$ cat src/rtl/tri_clip_classify.sv
// Two-stage valid/ready triangle classifier: per-vertex 6-bit clip outcodes, accept/reject/clip.
// Define TRI_CLASSIFY_STATS_EN to add clr_stats and the saturating class counters.
module tri_clip_classify #(
    parameter int COORD_W = 16,
    parameter int XMIN    = -1024,
    parameter int XMAX    = 1023,
    parameter int YMIN    = -1024,
    parameter int YMAX    = 1023,
    parameter int ZMIN    = 0,
    parameter int ZMAX    = 1023,
    parameter int CNT_W   = 16
) (
    input  logic                 clk,
    input  logic                 rst,
    input  logic                 in_valid,
    output logic                 in_ready,
    input  logic [9*COORD_W-1:0] in_tri,
    input  logic                 cull_en,
    output logic                 out_valid,
    input  logic                 out_ready,
    output logic [9*COORD_W-1:0] out_tri,
    output logic [1:0]           out_class,
    output logic [17:0]          out_outcode
`ifdef TRI_CLASSIFY_STATS_EN
    ,
    input  logic                 clr_stats,
    output logic [CNT_W-1:0]     cnt_accept,
    output logic [CNT_W-1:0]     cnt_reject,
    output logic [CNT_W-1:0]     cnt_clip
`endif
);

    localparam int TriW = 9 * COORD_W;

    typedef enum logic [1:0] {
        ClsAccept = 2'b00,
        ClsReject = 2'b01,
        ClsClip   = 2'b10
    } cls_e;

    // Bit order {z>max, z<min, y>max, y<min, x>max, x<min}; all compares signed, bounds inclusive.
    function automatic logic [5:0] vtx_outcode(input logic signed [COORD_W-1:0] x,
                                               input logic signed [COORD_W-1:0] y,
                                               input logic signed [COORD_W-1:0] z);
        int xi;
        int yi;
        int zi;
        xi = int'(x);
        yi = int'(y);
        zi = int'(z);
        return {zi > ZMAX, zi < ZMIN, yi > YMAX, yi < YMIN, xi > XMAX, xi < XMIN};
    endfunction

    logic [17:0]     in_oc;
    logic            in_fire;

    logic            s1_valid_q, s1_valid_d;
    logic [TriW-1:0] s1_tri_q;
    logic            s1_cull_q;
    logic [17:0]     s1_oc_q;
    cls_e            s1_class;
    logic            s1_rej;
    logic            s1_drop;
    logic            s1_xfer;
    logic            s1_pop;

    logic            s2_valid_q, s2_valid_d;
    logic [TriW-1:0] s2_tri_q;
    logic [1:0]      s2_class_q;
    logic [17:0]     s2_oc_q;
    logic            s2_load;

    // in_tri fields: p.x,q.x,r.x,p.y,q.y,r.y,p.z,q.z,r.z from MSB down; vertex v=0 is p.
    always_comb begin
        in_oc = '0;
        for (int v = 0; v < 3; v++) begin
            in_oc[(2-v)*6 +: 6] = vtx_outcode(in_tri[(8-v)*COORD_W +: COORD_W],
                                              in_tri[(5-v)*COORD_W +: COORD_W],
                                              in_tri[(2-v)*COORD_W +: COORD_W]);
        end
    end

    always_comb begin
        s1_rej = |(s1_oc_q[17:12] & s1_oc_q[11:6] & s1_oc_q[5:0]);
        if (s1_rej) begin
            s1_class = ClsReject;
        end else if (|(s1_oc_q[17:12] | s1_oc_q[11:6] | s1_oc_q[5:0])) begin
            s1_class = ClsClip;
        end else begin
            s1_class = ClsAccept;
        end
    end

    // A culled reject leaves S1 without needing S2, so it never blocks behind a stall.
    always_comb begin
        s1_drop    = s1_valid_q & s1_cull_q & s1_rej;
        s1_xfer    = s1_valid_q & (!s2_valid_q | out_ready);
        s1_pop     = s1_xfer | s1_drop;
        s2_load    = s1_xfer & !s1_drop;
        in_ready   = !rst & (!s1_valid_q | s1_pop);
        in_fire    = in_valid & in_ready;
        s1_valid_d = in_fire | (s1_valid_q & !s1_pop);
        s2_valid_d = s2_load | (s2_valid_q & !out_ready);
    end

    always_ff @(posedge clk) begin
        if (rst) begin
            s1_valid_q <= 1'b0;
            s1_tri_q   <= '0;
            s1_cull_q  <= 1'b0;
            s1_oc_q    <= '0;
            s2_valid_q <= 1'b0;
            s2_tri_q   <= '0;
            s2_class_q <= ClsAccept;
            s2_oc_q    <= '0;
        end else begin
            s1_valid_q <= s1_valid_d;
            s2_valid_q <= s2_valid_d;
            if (in_fire) begin
                s1_tri_q  <= in_tri;
                s1_cull_q <= cull_en;
                s1_oc_q   <= in_oc;
            end
            if (s2_load) begin
                s2_tri_q   <= s1_tri_q;
                s2_class_q <= s1_class;
                s2_oc_q    <= s1_oc_q;
            end
        end
    end

    assign out_valid   = s2_valid_q;
    assign out_tri     = s2_tri_q;
    assign out_class   = s2_class_q;
    assign out_outcode = s2_oc_q;

`ifdef TRI_CLASSIFY_STATS_EN
    logic [CNT_W-1:0] cnt_accept_q;
    logic [CNT_W-1:0] cnt_reject_q;
    logic [CNT_W-1:0] cnt_clip_q;

    function automatic logic [CNT_W-1:0] sat_inc(input logic [CNT_W-1:0] c);
        return (&c) ? c : c + CNT_W'(1);
    endfunction

    // Every triangle leaving S1 is counted once, culled rejects included.
    always_ff @(posedge clk) begin
        if (rst || clr_stats) begin
            cnt_accept_q <= '0;
            cnt_reject_q <= '0;
            cnt_clip_q   <= '0;
        end else if (s1_pop) begin
            unique case (s1_class)
                ClsAccept: cnt_accept_q <= sat_inc(cnt_accept_q);
                ClsReject: cnt_reject_q <= sat_inc(cnt_reject_q);
                default:   cnt_clip_q   <= sat_inc(cnt_clip_q);
            endcase
        end
    end

    assign cnt_accept = cnt_accept_q;
    assign cnt_reject = cnt_reject_q;
    assign cnt_clip   = cnt_clip_q;
`endif

endmodule

$ cat config.mk
export PLATFORM = sky130hd
export DESIGN_NAME = tri_clip_classify
export DESIGN_NICKNAME = d
export VERILOG_FILES = /design/src/rtl/tri_clip_classify.sv
export SDC_FILE = /design/constraint.sdc
export NUM_CORES = 1
export LEC_CHECK = 0
export ABC_AREA = 1
export CORE_MARGIN = 2
export CORE_UTILIZATION = 40
export CTS_CLUSTER_DIAMETER = 80
export CTS_CLUSTER_SIZE = 8
export DETAILED_ROUTE_END_ITERATION = 10
export GPL_ROUTABILITY_DRIVEN = 0
export PLACE_DENSITY = 0.68
export SYNTH_ARGS = -nofsm -noshare
export SYNTH_HDL_FRONTEND = slang
export SYNTH_SLANG_ARGS = --single-unit
$ cat constraint.sdc
create_clock -name clk -period 1.71 [get_ports clk]
set_input_delay 0.171 -clock clk [delete_from_list [all_inputs] [get_ports clk]]
set_output_delay 0.171 -clock clk [all_outputs]
set_load 0.03 [all_outputs]
==> flow_summary.json <==
{
  "r2r_setup_slack_ns": -0.01,
  "yosysMostFrequentCell": "nor2_1",
  "grt-ovfl-total": 0,
  "synth_warnings": 0,
  "synthCells": 1492,
  "root_buffer": "clkbuf_16",
  "syn2layout_area_growth_pct": 45.3,
  "p_comb_share_pct": 13.4,
  "grt.busiest_layer": "met2",
  "async_reset_ff_share_pct": 0,
  "avgSynthCellArea_um2": 7.86,
  "power.switching_w": 0.00467,
  "cts_max_path_buffers": 3,
  "synth_enable_flop_cells": 0,
  "met2_usage_pct": 35.3,
  "leakagePower_nw": 8.15,
  "port_buffers": 314,
  "synth_seq_cells": 323,
  "relSlewSlack_pct": 62.9,
  "status": "finished, violations left",
  "vias": 10900,
  "met1_usage_pct": 26.2,
  "initial_core_util_pct": 40.7,
  "synth-main-ff-cell": "dfxtp_1",
  "core_area_um2": 28800,
  "ys_top_cells_by_area": "dfxtp_1, nand3_1, nor2_1",
  "worstHoldStart": "in_tri[5]",
  "seqPwrFrac_pct": 44.6,
  "hold_path.class": "input pin to flop",
  "routedWlPerCell_um": 15.9,
  "grt_usage_pct": 21.2,
  "timing.final.ws_setup_ns": -0.0439,
  "synth_top_cell_by_area": "dfxtp_1",
  "violations": "setup timing",
  "maxCapViolCount": 0,
  "grt_max_degree": 101,
  "ys_types": 23,
  "first_pass_iters": 4,
  "timing.critical_path.arrival_ns": 1.58,
  "antenna_found_initial": 1,
  "htreeDepth": 2,
  "holdPathEnd": "s1_tri_q[5]$_SDFFE_PP0P_",
  "clk_pin_slew_ns": 0.05,
  "timing.final.crit_share_pct": 103,
  "pin_count": 315,
  "viasPerCell": 4.96,
  "use_met3_pct": 5.79,
  "rsz0062_at_grt": "yes",
  "die_h_um": 175,
  "clock_latency_ns": 0.53,
  "startpoint_type": "flop",
  "end_kind": "output port",
  "drt_iter0_markers": 596,
  "synth_top_cells_by_count": "nor2_1, dfxtp_1, nand3_1, o21ai_0, nand2_1",
  "hold_depth": 3,
  "wl_um": 34900,
  "intPower_w": 0.0139,
  "synth_area_um2": 11700,
  "sw_frac_of_total_pct": 25.1,
  "r2r_cells": 12,
  "finalClockSkew_ns": 0.00972,
  "slew_violations": 0,
  "tightestPinTransition_ns": 0.557,
  "dp_slack_ns": -0.0764,
  "max-vdd-ir-drop_mv": 0.678,
  "ant_nets": 0,
  "finalCriticalPeriod_ns": 1.75,
  "dpl.hpwl_um": 22300,
  "grt_first_pass_wirelength_um": 53200,
  "fmax_mhz": 570,
  "drc_errors": 0,
  "p_clk_share_pct": 42.0,
  "synth_top_cell_area_share_pct": 55.1,
  "power_density_nw_per_um2": 1090,
  "die-area_um2": 30700,
  "worstReg2RegStart": "s1_tri_q[47]$_SDFFE_PP0P_",
  "cts_sinks": 323,
  "synth_nets": 1641,
  "r2r_end": "s1_tri_q[90]$_SDFFE_PP0P_",
  "holdBufCountCts": 0,
  "layout.nets": 1954,
  "finalHoldViolations": 0,
  "seq_area_frac_synth_pct": 55.1,
  "tritoncts": "done",
  "layoutNonFillerInstCount": 2191,
  "drive_above_1_share_pct": 9.03,
  "required_ns": 1.54,
  "cts_buffers": 46,
  "rows": 62,
  "die_w_um": 175,
  "critical_path_class": "flop to output port",
  "final-setup-viol-count": 2,
  "dp.cells": 2122,
  "first_global_vias": 10500,
  "critPathMaxFanout": 2
}
[cell type report]
class	count	area [um2]
diodes	1	2.50
fillers	2615	11700
clock inverters	2	16.3
inverters	70	283
flip-flops and latches	323	6500
well taps	384	480
multi-input cells	982	4480
clock buffers	47	1180
repair buffers	382	4100
[placed cells by master, fill, tap and decap left out, drive strengths merged, types with 26 or more instances in the layout]
| cell | instances |
|---|---|
| nor2 | 340 |
| dfxtp | 323 |
| nand3 | 260 |
| o21ai | 218 |
| clkdlybuf4s50 | 147 |
| dlygate4sd2 | 139 |
| nand2 | 137 |
| inv | 70 |
| buf | 62 |
| clkbuf | 55 |
| dlymetal6s2s | 26 |
[kinds of logic after synthesis]
kind of cell	share of synthesized area (%)
buf+inv	7.42
flops	55.1
compound gates	10.1
simple gates	27.3
[routing by layer]
layer  share of wire (%)  vias to the layer above
met3                 7.1                       71
met5                   0                        -
li1                    -                     5494
met4                 2.8                        0
met2                  47                      314
met1                  43                     4994
[per-stage QoR]
stage	instance area (um2)	total power [W]	utilization [%]	TNS, ns	hold slack (ns)
final	17000	0.0186	59.2	-0.0530	0.211
after global routing	17000	0.0193	59.2	-6.01	0.213
after CTS	16600	0.0187	57.8	-0.102	0.192
after detailed placement	15500	0.0109	53.9	-4.29	0.451
after global placement	15500	0.0109	53.9	-2.71	0.446
after floorplan	11700	0.00971	-	0	0.240
[sequential cells by signal (all words and copies together), names as in the netlist]
register and cells:
out_class 2, out_outcode 15, s1_valid_q 1, s1_tri_q 144, s1_cull_q 1, out_tri 144, out_valid 1, s1_oc_q 15
[power by group through the flow]
stage | Sequential, W | Clock (W) | Combinational [W]
after global placement | 0.00840 | 0 | 0.00247
after global routing | 0.00831 | 0.00830 | 0.00272
after detailed placement | 0.00841 | 0 | 0.00250
final | 0.00827 | 0.00779 | 0.00249
after CTS | 0.00826 | 0.00799 | 0.00242
after floorplan | 0.00877 | 0 | 0.000940
[worst max-delay path: stages, from the launching register on]
cell and delay, ns:
dfxtp_1 0.34, nand3_2 0.08, nand2_2 0.07, inv_2 0.04, nand2_4 0.08, nand2_4 0.06
a21oi_4 0.14, buf_6 0.13, buf_6 0.12
[repair_timing]
item,in CTS,in global routing
pin swaps,9,6
setup buffers,8,2
endpoints found under the setup margin,140,297
resized for setup,165,60
gates cloned,0,9
[how the worst max path moves through the flow]
stage	slack, ns	cells past startpoint	end	start
after floorplan	0.13	10	s1_tri_q[100]$_SDFFE_PP0P_	out_valid$_SDFF_PP0_
after global placement	-0.06	10	s1_tri_q[92]$_SDFFE_PP0P_	out_ready
after detailed placement	-0.08	10	s1_tri_q[125]$_SDFFE_PP0P_	out_ready
after CTS	-0.10	8	in_ready	s1_oc_q[15]$_SDFFE_PP0P_
after global routing	-0.12	8	in_ready	s1_oc_q[17]$_SDFFE_PP0P_
final	-0.04	8	in_ready	s1_tri_q[47]$_SDFFE_PP0P_
(Power assumes the default switching activity.)
